<file path="config.mk">
export PLATFORM = sky130hd
export DESIGN_NAME = stream_pool2x2
export DESIGN_NICKNAME = d
export VERILOG_FILES = /design/src/rtl/stream_pool2x2.sv
export SDC_FILE = /design/constraint.sdc
export NUM_CORES = 1
export LEC_CHECK = 0
export ABC_CLOCK_PERIOD_IN_PS = 2990
export BUFFER_PORTS_ARGS = -buffer_cell sky130_fd_sc_hd__buf_2
export CORE_ASPECT_RATIO = 1.4
export CORE_MARGIN = 8
export CORE_UTILIZATION = 55
export DETAILED_ROUTE_END_ITERATION = 8
export HOLD_SLACK_MARGIN = 0.1
export PLACE_DENSITY = 0.76
export SLEW_MARGIN = 20
export SYNTH_ARGS = -nofsm -noshare
export SYNTH_HDL_FRONTEND = slang
export SYNTH_SLANG_ARGS = --single-unit
</file>
<file path="constraint.sdc">
create_clock -name clk -period 2.99 [get_ports clk]
set_input_delay 0.299 -clock clk [delete_from_list [all_inputs] [get_ports clk]]
set_output_delay 0.299 -clock clk [all_outputs]
set_load 0.01 [all_outputs]
</file>
<file path="src/rtl/stream_pool2x2.sv">
// stream_pool2x2: streaming 2x2 non-overlapping pooling (max or average)
// over a raster-ordered pixel stream with valid/ready handshakes on both
// sides. The even rows are reduced pairwise into a half-width line buffer.
// The odd rows combine that buffer with the current pair and emit one
// pooled pixel per 2x2 window.
module stream_pool2x2 #(
   parameter int unsigned DATA_W = 4,
   parameter int unsigned IMG_W  = 16,
   parameter int unsigned IMG_H  = 16,
   parameter int unsigned CH     = 1,
   parameter int unsigned MODE   = 0
) (
   input  logic                   clk,
   input  logic                   rst,
   input  logic                   s_valid,
   output logic                   s_ready,
   input  logic [DATA_W*CH-1:0]   s_data,
   output logic                   m_valid,
   input  logic                   m_ready,
   output logic [DATA_W*CH-1:0]   m_data,
   output logic                   m_last,
   output logic                   frame_done,
   output logic                   busy
);

   localparam int unsigned COL_W = (IMG_W > 2) ? $clog2(IMG_W) : 1;
   localparam int unsigned ROW_W = (IMG_H > 2) ? $clog2(IMG_H) : 1;
   localparam int unsigned LB_N  = IMG_W / 2;
   localparam int unsigned LB_AW = (LB_N > 1) ? $clog2(LB_N) : 1;
   // Max mode keeps the partial max at sample width; average mode keeps
   // the full pair sum so no precision is lost before the final divide.
   localparam int unsigned LB_W  = (MODE == 0) ? DATA_W : DATA_W + 1;
   localparam int unsigned SUM_W = DATA_W + 2;

   logic [COL_W-1:0]       r_col;
   logic [ROW_W-1:0]       r_row;
   logic [DATA_W*CH-1:0]   r_pair;
   logic [LB_W*CH-1:0]     r_lb [LB_N];
   logic                   r_m_valid;
   logic [DATA_W*CH-1:0]   r_m_data;
   logic                   r_m_last;
   logic                   r_frame_done;
   logic                   r_busy;

   logic                   w_in_xfer;
   logic                   w_out_xfer;
   logic                   w_col_last;
   logic                   w_row_last;
   logic                   w_col_odd;
   logic                   w_row_odd;
   logic                   w_win_load;
   logic [LB_AW-1:0]       w_lb_idx;
   logic [LB_W*CH-1:0]     w_lb_rd;
   logic [LB_W*CH-1:0]     w_pair_res;
   logic [DATA_W*CH-1:0]   w_win_res;

   assign s_ready    = !r_m_valid || m_ready;
   assign w_in_xfer  = s_valid && s_ready;
   assign w_out_xfer = r_m_valid && m_ready;

   assign w_col_last = (r_col == COL_W'(IMG_W - 1));
   assign w_row_last = (r_row == ROW_W'(IMG_H - 1));
   assign w_col_odd  = r_col[0];
   assign w_row_odd  = r_row[0];
   assign w_win_load = w_in_xfer && w_row_odd && w_col_odd;
   assign w_lb_idx   = LB_AW'(r_col >> 1);
   assign w_lb_rd    = r_lb[w_lb_idx];

   // Per-channel datapath: pair reduction for the line buffer and the
   // final 2x2 window result; channels never interact.
   for (genvar k = 0; k < CH; k++) begin : g_ch
      logic [DATA_W-1:0] w_pix;
      logic [DATA_W-1:0] w_prv;
      logic [LB_W-1:0]   w_lb_ent;

      assign w_pix    = s_data[k*DATA_W +: DATA_W];
      assign w_prv    = r_pair[k*DATA_W +: DATA_W];
      assign w_lb_ent = w_lb_rd[k*LB_W +: LB_W];

      if (MODE == 0) begin : g_max
         logic [DATA_W-1:0] w_mx;
         assign w_mx = (w_prv > w_pix) ? w_prv : w_pix;
         assign w_pair_res[k*LB_W +: LB_W]     = w_mx;
         assign w_win_res[k*DATA_W +: DATA_W]  = (w_lb_ent > w_mx) ? w_lb_ent : w_mx;
      end else begin : g_avg
         logic [SUM_W-1:0] w_sum4;
         assign w_pair_res[k*LB_W +: LB_W]    = {1'b0, w_prv} + {1'b0, w_pix};
         assign w_sum4                        = {1'b0, w_lb_ent} + {2'b00, w_prv} + {2'b00, w_pix};
         assign w_win_res[k*DATA_W +: DATA_W] = w_sum4[SUM_W-1:2];
      end
   end

   // Raster position: column/row counters advance on accepted beats only.
   always_ff @(posedge clk) begin
      if (rst) begin
         r_col <= '0;
         r_row <= '0;
      end else if (w_in_xfer) begin
         if (w_col_last) begin
            r_col <= '0;
            r_row <= w_row_last ? '0 : r_row + ROW_W'(1);
         end else begin
            r_col <= r_col + COL_W'(1);
         end
      end
   end

   // Pair register: holds the even-column pixel of every row.
   always_ff @(posedge clk) begin
      if (w_in_xfer && !w_col_odd) begin
         r_pair <= s_data;
      end
   end

   // Line buffer: one reduced pair per window column, written on even rows.
   always_ff @(posedge clk) begin
      if (w_in_xfer && !w_row_odd && w_col_odd) begin
         r_lb[w_lb_idx] <= w_pair_res;
      end
   end

   // Output register: load a window result, or retire the beat once taken.
   always_ff @(posedge clk) begin
      if (rst) begin
         r_m_valid <= 1'b0;
         r_m_data  <= '0;
         r_m_last  <= 1'b0;
      end else if (w_win_load) begin
         r_m_valid <= 1'b1;
         r_m_data  <= w_win_res;
         r_m_last  <= w_row_last && w_col_last;
      end else if (w_out_xfer) begin
         r_m_valid <= 1'b0;
      end
   end

   // Frame status: done pulse after the last beat leaves; busy spans the frame.
   // A beat of the next frame accepted on the closing edge keeps busy high.
   always_ff @(posedge clk) begin
      if (rst) begin
         r_frame_done <= 1'b0;
         r_busy       <= 1'b0;
      end else begin
         r_frame_done <= w_out_xfer && r_m_last;
         if (w_in_xfer) begin
            r_busy <= 1'b1;
         end else if (w_out_xfer && r_m_last) begin
            r_busy <= 1'b0;
         end
      end
   end

   assign m_valid    = r_m_valid;
   assign m_data     = r_m_data;
   assign m_last     = r_m_last;
   assign frame_done = r_frame_done;
   assign busy       = r_busy;

endmodule

</file>
# --- Word-level counts from Yosys, hierarchy flattened ---
# Memory sizes are Yosys's and may differ from the RTL's. A register that Yosys moved wholly into a read port is not among the register bits.
# Cells that the tools add are included.
classes:
  n_addsub: 2
  n_lt_le_gt_ge: 2
  n_mux: 12
  n_eq_ne: 2
  n_reduce_logical: 16
op_table:
  columns: ["operator", "count"]
  rows:
  - ["two-way mux 4 bit", 4]
  - ["logical AND 1 bit", 9]
  - ["adder 4 x 1 -> 4 bit, second input constant", 2]
  - ["== test 4 bit, second input constant", 2]
  - ["> comparator 4 bit", 2]
  - ["two-way mux 1 bit", 6]
  - ["two-way mux 3 bit", 2]
  - ["nonzero test 2 bit", 2]
  - ["logical NOT 1 bit", 3]
  - ["AND reduction 2 bit", 1]
  - ["logical OR 1 bit", 1]
totals:
  n_memories: 1
  word_cells: 43
  output_inout_bits: 9
  ramBits: 32
  in_bits: 8
  ff_bits: 20
mem_list:
  columns: ["memory", "words", "width", "read_ports", "rd_clocked_by_memory_dff", "write_ports", "line_no", "rtl"]
  rows:
  - ["r_lb", 8, 4, 1, 1, 1, "38", "logic [LB_W*CH-1:0] r_lb [LB_N];"]

# --- Logic depth before layout (Yosys ltp) ---
# Gate-level depths: netlist of run 1.
logic_depth:
  ltp_word: 7
  depth_mapped: 13
  depth_no_buf: 13

# --- Least setup slack after synthesis of run 1 ---
# OpenSTA, ideal clock, no wires.
synth_timing:
  path_kind: "reg2reg"
  startpoint: "reg r_pair[1] (netlist: g_ch[0].w_prv[1])"
  endpoint: "reg r_m_data[0] (netlist: m_data[0])"
  stages_incl_launch_ff: 13
  path_slack_ns: 0.219
  setup_time_ns: 0.086
  required_ns: 2.904
  t_arrival_ns: 2.686
  synth_period_minus_slack_ns: 2.771
  n_path_buf: 0
  cell_sequence: "edfxtp_1 > ha_1 > nor2b_1 > o211ai_2 > a21oi_1 > o21ai_1 > inv_1 > ha_1 > a21oi_1 > nand2_1 > o21ai_1 > o21ai_0 > a211oi_1"
synth_via:
  elab_chain_len: 4
synth_rtl:
  columns: ["element", "line_no", "rtl"]
  rows:
  - ["start, declared", "37", "logic [DATA_W*CH-1:0] r_pair;"]
  - ["start signal, assigned", "111", "r_pair <= s_data;"]
  - ["> comparator 4 bit", "82", "assign w_mx = (w_prv > w_pix) ? w_prv : w_pix;"]
  - ["two-way mux 4 bit", "82", null]
  - ["via g_ch[0].g_max.w_mx[3]", "81", "logic [DATA_W-1:0] w_mx;"]
  - ["> comparator 4 bit", "84", "assign w_win_res[k*DATA_W +: DATA_W] = (w_lb_ent > w_mx) ? w_lb_ent : w_mx;"]
  - ["two-way mux 4 bit", "84", null]
  - ["end signal, assigned", "130", "r_m_data <= w_win_res;"]
  - ["end, declared", "40", "logic [DATA_W*CH-1:0] r_m_data;"]
# The timed path passes the listed nets, and every way through them passes these cells.
# A chain may end at the register's enable or synchronous reset.

# --- Worst setup path in the final report of run 1 ---
layout_timing:
  startpoint: "reg r_pair[1] (netlist: g_ch[0].w_prv[1])"
  endpoint: "reg r_m_data[0] (netlist: m_data[0])"
layout_via:
  elab_chain_len: 4
layout_rtl:
  columns: ["element", "line_no"]
  rows:
  - ["> comparator 4 bit (*)", "82"]
  - ["two-way mux 4 bit (*)", "82"]
  - ["via g_ch[0].g_max.w_mx[0]", "81"]
  - ["> comparator 4 bit", "84"]
  - ["two-way mux 4 bit (*)", "84"]
# The timed path passes the listed nets; every way through them passes the cells marked *.

==> impl_metrics.yaml, run 1 <==
clock_tree:
  cts_tree: "yes"
  clk_root_buffer_cell: "clkbuf_8"
  clockBufferDepth: 2
  clk_pin_slew_ns: 0.11
  cts_buffers: 5
  clock-sinks: 55
  htree_levels: 2
  clkLatencyLatePin_ns: 0.31
routing:
  wl_um: 4550
  vias: 1586
  vias_per_cell: 5.71
  wire_per_inst_um: 16.4
  drt_iter0_drc: 93
  drc: 0
  drtPass1Iterations: 4
  postRouteAntennaNets: 0
placement:
  dp_hpwl_um: 3390
  finalWeightedCongestion: 0.909
  portBuffers: 16
  postPlaceCellArea_um2: 2650
sta:
  min_period_over_period_pct: 94.4
  post-route-min-period_ns: 2.82
  finalSetupViolCount: 0
  final-hold-violation-count: 0
  fin_skew_ns: 0.0110
  slew_headroom_pct: 58.5
  fmax_mhz: 354
  slew_viol_final: 0
  worst_slew_pin_slew_ns: 0.618
  whs_ns: 0.175
hold_path:
  hold_end: "g_ch[0].w_prv[3]"
  hold_depth: 1
  hold_class: "primary input to register"
  min-delay-start: "s_data[3]"
power_and_ir_drop:
  power.density_nw_per_um2: 539
  power_switching_uw: 394
  power.share.clock_pct: 29.3
  internal_power_uw: 1100
  p_seq_share_pct: 56.8
  ir_worst_vdd_mv: 0.405
  combPwrFrac_pct: 13.9
  swShare_pct: 26.4
  p_leak_uw: 0.00101
logic_synthesis:
  ys_warn_count: 0
  async_flop_share_pct: 0
  synthCells: 193
  synth.net_count: 211
  yosysTopAreaCellShare_pct: 43.1
  ys_seq_area_share_pct: 58.3
  synth_area_leaders: "edfxtp_1 43%, dfxtp_1 15%, mux4_2 7.2%, ha_1 5.0%, nor2_1 3.1%"
  synth_seq_cells: 55
  ys_types: 47
  synth_ff_type: "edfxtp_1"
  yosysTopAreaCell: "edfxtp_1"
  synth_area_um2: 2510
  synth_edf_count: 36
  syn-mean-instance-area_um2: 13.0
finish:
  nets: 233
  layout_common_cells: "36 x edfxtp_1, 20 x nor2_1, 19 x dfxtp_1"
  seq_area_um2: 1460
  multi_input_area_um2: 985
  syn2layout_area_growth_pct: 10.6
  fillers: 372
  stdcell_area_um2: 2770
  antenna_cells: 0
  final_common_cell: "edfxtp_1"
  layout-drive-gt1-share_pct: 22.2
worst_setup_path:
  rr_startpoint: "g_ch[0].w_prv[1]"
  start_kind: "register"
  endpoint_kind: "register"
  crit_fanout: 6
  path_buf_inv: 1
  worstPathArrival_ns: 3.05
  r2r_cells: 11
  path_common_cell: "ha_1"
  max_stage_delay_ns: 0.43
  reg2reg_slack_ns: 0.17
  worst_path_max_delay_cell: "edfxtp_1"
  path_cells: "ha_1 > nor2b_1 > o211ai_2 > buf_4 > a32o_1 > or2_1 > ha_1 > nand4_1 > o21ai_2 > o21a_1 > a211oi_1"
  crit_type: "register to register"
  cp_top_family: "compound AO/OA/AOI/OAI gates"
  timing.rr.end: "m_data[0]"
  required_ns: 3.22
  critical_path_depth: 11
floorplan:
  fp-row-count: 29
  die_h_um: 95.9
  core-area_um2: 4460
  die_width_um: 73.1
  dieArea_um2: 7000
  io-pin-count: 17
  initial_utilization_pct: 56.2
flow_run:
  cap_violations: 0
global_routing:
  antenna_found_initial: 0
  gr-total-overflow: 0
  grt_use_total_pct: 14.4
  grt_start_max_net_pins: 21
  grt_pass1_vias: 1620
  grt_pass1_wl_um: 7780
outcome:
  status: "complete, no violations"
-- flip-flops by register name (all words and copies together) (netlist names), named ones only --
register    cells
m_last          1
r_row           4
r_lb           32
frame_done      1
m_valid         1
g_ch.w_prv      4
m_data          4
busy            1
r_col           4
-- routing by layer --
metal	GRT usage (%)	routed length, um	vias to the layer above
met5	0	0	-
met4	6.03	89	0
met3	2.71	164	9
met2	26.6	2460	45
li1	-	-	771
met1	15.5	1840	761
-- power by group through the flow --
stage	Combinational [uW]	Sequential [uW]	Clock, uW
after detailed placement	196	867	0
after CTS	198	850	446
after global routing	233	852	473
final	208	849	437
after floorplan	144	864	0
after global placement	190	866	0
-- how the worst max path moves through the flow --
stage / slack, ns / from / end
after floorplan: 0.22 / g_ch[0].w_prv[1] / m_data[0]
after global placement: 0.05 / s_data[3] / m_data[0]
after detailed placement: 0.05 / s_data[3] / m_data[0]
after CTS: 0.06 / g_ch[0].w_prv[3] / m_data[0]
after global routing: -0.01 / g_ch[0].w_prv[1] / m_data[1]
final: 0.17 / g_ch[0].w_prv[1] / m_data[0]
-- Yosys cell counts (all sizes together) (2+ instances only) --
cell type,n
a211oi,4
a21oi,7
a32o,3
buf,3
clkbuf,3
dfxtp,19
edfxtp,36
ha,10
inv,9
mux2,2
mux2i,5
mux4,8
nand2,11
nand2b,3
nand3,6
nand4,4
nor2,21
nor2b,2
nor3,5
o21a,2
o21ai,8
o22ai,2
xor2,3
-- worst reg2reg max path: stages, from the launching register on --
cell,delay (ns)
edfxtp_1,0.43
ha_1,0.32
nor2b_1,0.16
o211ai_2,0.16
buf_4,0.17
a32o_1,0.27
or2_1,0.26
ha_1,0.31
nand4_1,0.15
o21ai_2,0.11
o21a_1,0.18
a211oi_1,0.22
-- per-stage QoR --
stage                     utilization (%)  power, uW  setup slack [ns]  TNS (ns)  cells
final                                62.1       1500             0.167         0    278
after global routing                 62.1       1560           -0.0133   -0.0236    278
after CTS                            61.6       1490            0.0589         0    276
after detailed placement             59.4       1060            0.0464         0    268
after global placement               59.4       1060            0.0455         0    268
after floorplan                         -       1010             0.219         0    193
-- area by class of cell --
cell class	instances	area share [%]
Timing Repair Buffer	21	4.24
Clock buffer	5	2.48
Sequential cell	55	52.7
Multi-Input combinational cell	123	35.5
Clock inverter	3	1.04
Inverter	9	1.22
Tap cell	62	2.80
-- cell families after synthesis --
family / share of synthesized area [%]
multiplexers: 10.4
adder cells (fa/ha/maj): 4.99
flip-flops: 58.3
buffers and inverters: 2.80
AO/OA/AOI/OAI: 9.24
XOR/XNOR: 1.40
AND/OR/NAND/NOR: 12.9
-- timing repair --
item                                    in CTS  in global routing
hold buffers                                 0                  0
gates resized for setup                      0                  3
endpoints found under the setup margin       0                  4
setup buffers                                0                  2
Note: power is estimated with default switching activity, not from simulation.
==> run 2, diff against run 1 <==
--- a/config.mk
+++ b/config.mk
@@ -5,11 +5,12 @@
 export SDC_FILE = /design/constraint.sdc
 export NUM_CORES = 1
 export LEC_CHECK = 0
-export ABC_CLOCK_PERIOD_IN_PS = 2990
+export ABC_CLOCK_PERIOD_IN_PS = 2500
 export BUFFER_PORTS_ARGS = -buffer_cell sky130_fd_sc_hd__buf_2
 export CORE_ASPECT_RATIO = 1.4
 export CORE_MARGIN = 8
-export CORE_UTILIZATION = 55
+export CORE_UTILIZATION = 53
+export CTS_CLUSTER_DIAMETER = 80
 export DETAILED_ROUTE_END_ITERATION = 8
 export HOLD_SLACK_MARGIN = 0.1
 export PLACE_DENSITY = 0.76
==> constraint.sdc (replaced) <==
create_clock -name clk -period 2.5 [get_ports clk]
set_input_delay 0.25 -clock clk [delete_from_list [all_inputs] [get_ports clk]]
set_output_delay 0.25 -clock clk [all_outputs]
set_load 0.01 [all_outputs]
==> impl_metrics.yaml, run 2 (synthesized netlist as in run 1, its figures left out) <==
finish:
  layout-drive-gt1-share_pct: 37.1
  utilization_pct: 67.8
  regMostFlops: "r_lb"
  final_common_cell: "edfxtp_1"
  nets: 254
  largest_register_ffs: 32
  layout_common_cells: "36 x edfxtp_1, 25 x buf_4, 19 x dfxtp_1"
  syn2layout_area_growth_pct: 22.8
  fillers: 311
  antenna_cells: 0
worst_setup_path:
  rr_startpoint: "g_ch[0].w_prv[1]"
  worstPathArrival_ns: 2.79
  start_kind: "register"
  required_ns: 2.72
  crit_fanout: 8
  crit_type: "register to register"
  crit_start: "g_ch[0].w_prv[1]"
  endpoint_kind: "register"
sta:
  slew_viol_final: 0
  finalWorstSetupSlack_ns: -0.0705
  final-hold-violation-count: 0
  min_period_over_period_pct: 103
  finalSetupViolCount: 4
  whs_ns: 0.140
  slew_headroom_pct: 57.6
  tns_ns: -0.182
  rsz0062_at_grt: "true"
  fin_skew_ns: 0.00954
  worst_slew_pin_slew_ns: 0.632
  post-route-min-period_ns: 2.57
  fmax_mhz: 389
power_and_ir_drop:
  combPwrFrac_pct: 19.4
  power.density_nw_per_um2: 619
  p_seq_share_pct: 53.4
  internal_power_uw: 1440
  swShare_pct: 24.4
  power_switching_uw: 466
  power.share.clock_pct: 27.2
  p_leak_uw: 0.00114
  ir_worst_vdd_mv: 0.691
routing:
  drt_iter0_drc: 79
  wire_per_inst_um: 16.9
  postRouteAntennaNets: 0
  drtPass1Iterations: 4
  vias_per_cell: 5.74
  vias: 1717
  drc: 0
  wl_um: 5050
floorplan:
  die_h_um: 97.4
  dieArea_um2: 7220
  initial_utilization_pct: 55.3
  core-area_um2: 4540
  die_width_um: 74.1
  fp-row-count: 29
  io-pin-count: 17
placement:
  finalWeightedCongestion: 0.835
  dp_hpwl_um: 3690
  portBuffers: 16
global_routing:
  grt_use_total_pct: 15.0
  antenna_found_initial: 0
  grt_start_max_net_pins: 18
  grt_pass1_vias: 1792
  gr-total-overflow: 0
  grt_pass1_wl_um: 8370
clock_tree:
  cts_tree: "yes"
  clk_pin_slew_ns: 0.09
  clkLatencyLatePin_ns: 0.30
  cts_buffers: 5
  htree_levels: 2
  clockBufferDepth: 2
  clk_root_buffer_cell: "clkbuf_8"
  clock-sinks: 55
hold_path:
  min-delay-start: "s_data[3]"
  hold_class: "primary input to register"
outcome:
  violations: "negative setup slack"
  status: "finished with violations"
flow_run:
  cap_violations: 0
==> run 2: cell count changes in the layout (fill, tap and decap cells not counted), sizes merged <==
cell	previous run	this run
buf	21	42
clkbuf	5	7
inv	12	10
==> run 2: worst paths after layout <==
check / end / slack [ns] / cells past startpoint
hold reg to reg: m_data[3] / 0.49 / 2
setup reg to reg: m_data[2] / -0.07 / 11
hold / removal: g_ch[0].w_prv[3] / 0.14 / 1
setup / recovery: m_data[2] / -0.07 / 11
==> run 2: layout make-up <==
class / instances / area, um^2 / share of cell area, %
Clock buffer: 7 / 97.6 / 3.17
Clock inverter: 1 / 3.75 / 0.122
Inverter: 9 / 33.8 / 1.10
Multi-Input combinational cell: 123 / 1110 / 36.2
Sequential cell: 55 / 1460 / 47.5
Tap cell: 62 / 77.6 / 2.52
Timing Repair Buffer: 42 / 288 / 9.35
==> run 2: worst max-delay path, cell delays in order, from the launching register on <==
cell and delay, ns:
edfxtp_1 0.44, ha_4 0.30, nor2b_4 0.16, o211ai_4 0.13, a32o_2 0.30, nor2_2 0.18, ha_4 0.24, nand3_1 0.13
nor2_4 0.06, o21ai_4 0.21, o21ai_1 0.10, a211oi_1 0.23
==> run 2: timing repair <==
item,4_1_cts,5_1_grt
buffers inserted,8,3
hold buffers,0,0
endpoints found under the setup margin,4,4
resized for setup,13,3
pin swaps,18,1
==> run 2: through the flow <==
stage / power (uW) / setup WS [ns] / cells / cell area, um^2
after floorplan: 1240 / -0.0331 / 193 / 2570
final: 1910 / -0.0705 / 299 / 3080
after CTS: 1890 / -0.0219 / 296 / 3050
after detailed placement: 1340 / -0.224 / 280 / 2820
after global routing: 1990 / -0.228 / 299 / 3080
after global placement: 1320 / -0.139 / 280 / 2820
==> run 2: power groups by stage <==
stage,logic [uW],registers [uW],clock network (uW)
final,369,1020,518
after global routing,402,1020,563
after CTS,347,1020,526
after detailed placement,297,1040,0
after global placement,286,1040,0
after floorplan,204,1030,0
==> run 2: routing by layer <==
layer,track usage [%],up-vias,part of all wire (%)
met5,0,-,0
met2,25.9,51,55
met3,3.93,17,5.0
met1,16.1,833,36
li1,-,816,-
met4,7.26,0,3.7
==> run 3, diff against run 2 <==
--- a/config.mk
+++ b/config.mk
@@ -13,7 +13,9 @@
 export CTS_CLUSTER_DIAMETER = 80
 export DETAILED_ROUTE_END_ITERATION = 8
 export HOLD_SLACK_MARGIN = 0.1
+export MAX_ROUTING_LAYER = met4
 export PLACE_DENSITY = 0.76
+export SETUP_SLACK_MARGIN = 0.05
 export SLEW_MARGIN = 20
 export SYNTH_ARGS = -nofsm -noshare
 export SYNTH_HDL_FRONTEND = slang
==> impl_metrics.yaml, run 3 (synthesized netlist as in run 1, its figures left out) <==
floorplan:
  io-pin-count: 17
  dieArea_um2: 7220
  die_h_um: 97.4
  die_width_um: 74.1
  initial_utilization_pct: 55.3
  fp-row-count: 29
  core-area_um2: 4540
outcome:
  violations: "negative setup slack"
  status: "finished with violations"
power_and_ir_drop:
  power_switching_uw: 480
  p_leak_uw: 0.00113
  power.share.clock_pct: 32.6
  p_seq_share_pct: 49.5
  power.density_nw_per_um2: 668
  internal_power_uw: 1570
  swShare_pct: 23.4
  combPwrFrac_pct: 17.9
  ir_worst_vdd_mv: 0.756
clock_tree:
  clock-sinks: 55
  cts_tree: "yes"
  clockBufferDepth: 2
  cts_hold_buf: 0
  clkLatencyLatePin_ns: 0.30
  htree_levels: 2
  clk_pin_slew_ns: 0.10
  cts_buffers: 5
  clk_root_buffer_cell: "clkbuf_8"
hold_path:
  min-delay-start: "s_data[3]"
  hold_depth: 1
  hold_class: "primary input to register"
finish:
  antenna_cells: 0
  finalNonFillerCells: 295
  final_common_cell: "edfxtp_1"
  nets: 250
  regMostFlops: "r_lb"
  layout_common_cells: "36 x edfxtp_1, 21 x buf_4, 19 x dfxtp_1"
  layout-drive-gt1-share_pct: 36.9
  syn2layout_area_growth_pct: 22.8
  largest_register_ffs: 32
sta:
  slew_headroom_pct: 58.0
  finalSetupViolCount: 4
  fmax_mhz: 382
  post-route-min-period_ns: 2.62
  finalWorstSetupSlack_ns: -0.118
  slew_viol_final: 0
  final-hold-violation-count: 0
  worst_slew_pin_slew_ns: 0.625
  rsz0062_at_grt: "true"
  fin_skew_ns: 0.0105
  min_period_over_period_pct: 105
global_routing:
  antenna_found_initial: 0
  gr-total-overflow: 0
  grt_pass1_wl_um: 8270
  grt_start_max_net_pins: 18
  grt_use_total_pct: 15.0
  grt_pass1_vias: 1756
worst_setup_path:
  r2r_cells: 9
  crit_type: "register to register"
  crit_fanout: 5
  required_ns: 2.73
  rr_startpoint: "g_ch[0].w_prv[3]"
  crit_start: "g_ch[0].w_prv[3]"
  endpoint_kind: "register"
  worstPathArrival_ns: 2.85
  start_kind: "register"
placement:
  finalWeightedCongestion: 0.864
  dp_hpwl_um: 3630
  portBuffers: 16
  pre_cts_ws_ns: -0.167
  placed_cells: 280
routing:
  drt_iter0_drc: 100
  wl_um: 5140
  vias_per_cell: 5.76
  wire_per_inst_um: 17.4
  postRouteAntennaNets: 0
  drtPass1Iterations: 4
  drc: 0
  vias: 1699
flow_run:
  cap_violations: 0
## run 3: metrics by stage
step / TNS [ns] / power, uW / util (%) / hold WS (ns) / area [um^2]
final: -0.378 / 2060 / 67.8 / 0.137 / 3080
after global routing: -0.774 / 2130 / 67.8 / 0.141 / 3080
after CTS: -0.0107 / 2010 / 66.1 / 0.137 / 3000
after detailed placement: -0.516 / 1340 / 62.1 / 0.455 / 2820
after global placement: -0.212 / 1320 / 62.1 / 0.447 / 2820
after floorplan: -0.0978 / 1240 / - / 0.349 / 2570
## run 3: power by group through the flow
stage | registers (uW) | logic, uW | clock network, uW
finish | 1020 | 367 | 671
global placement | 1040 | 286 | 0
floorplan | 1030 | 204 | 0
CTS | 1020 | 317 | 675
global route | 1020 | 394 | 716
detailed placement | 1040 | 300 | 0
## run 3: path summary, 6_finish.rpt
| check | endpoint | slack [ns] |
|---|---|---|
| min | g_ch[0].w_prv[3] | 0.14 |
| max reg2reg | m_data[2] | -0.12 |
| max | m_data[2] | -0.12 |
| min reg2reg | m_data[3] | 0.49 |
## run 3: what timing repair did
| item | CTS | global route |
|---|---|---|
| endpoints found under the setup margin | 4 | 4 |
| pin swaps | 14 | 2 |
| buffers inserted | 4 | 3 |
| resized for setup | 5 | 12 |
## run 3: cell type report
cell class / count / area [um^2]
timing repair buffer: 38 / 258
clock inverter: 2 / 60.1
clock buffer: 6 / 72.6
multi-input combinational: 123 / 1110
tap: 62 / 77.6
fill: 313 / 1460
inverter: 9 / 33.8
sequential: 55 / 1460
## run 3: metal layers
layer / GRT usage (%) / wire length (um)
met5: - / 0
met4: 6.03 / 130
met3: 3.51 / 218
met2: 25.5 / 2800
met1: 16.0 / 1990
## run 3: critical path, stage by stage (launching register included)
cell and delay (ns):
edfxtp_1 0.45, ha_4 0.32, nand4_1 0.22, o22ai_1 0.38, nor2_2 0.09, ha_1 0.34, nand4_1 0.22, o21a_1 0.21
a21oi_2 0.08, a211oi_2 0.24
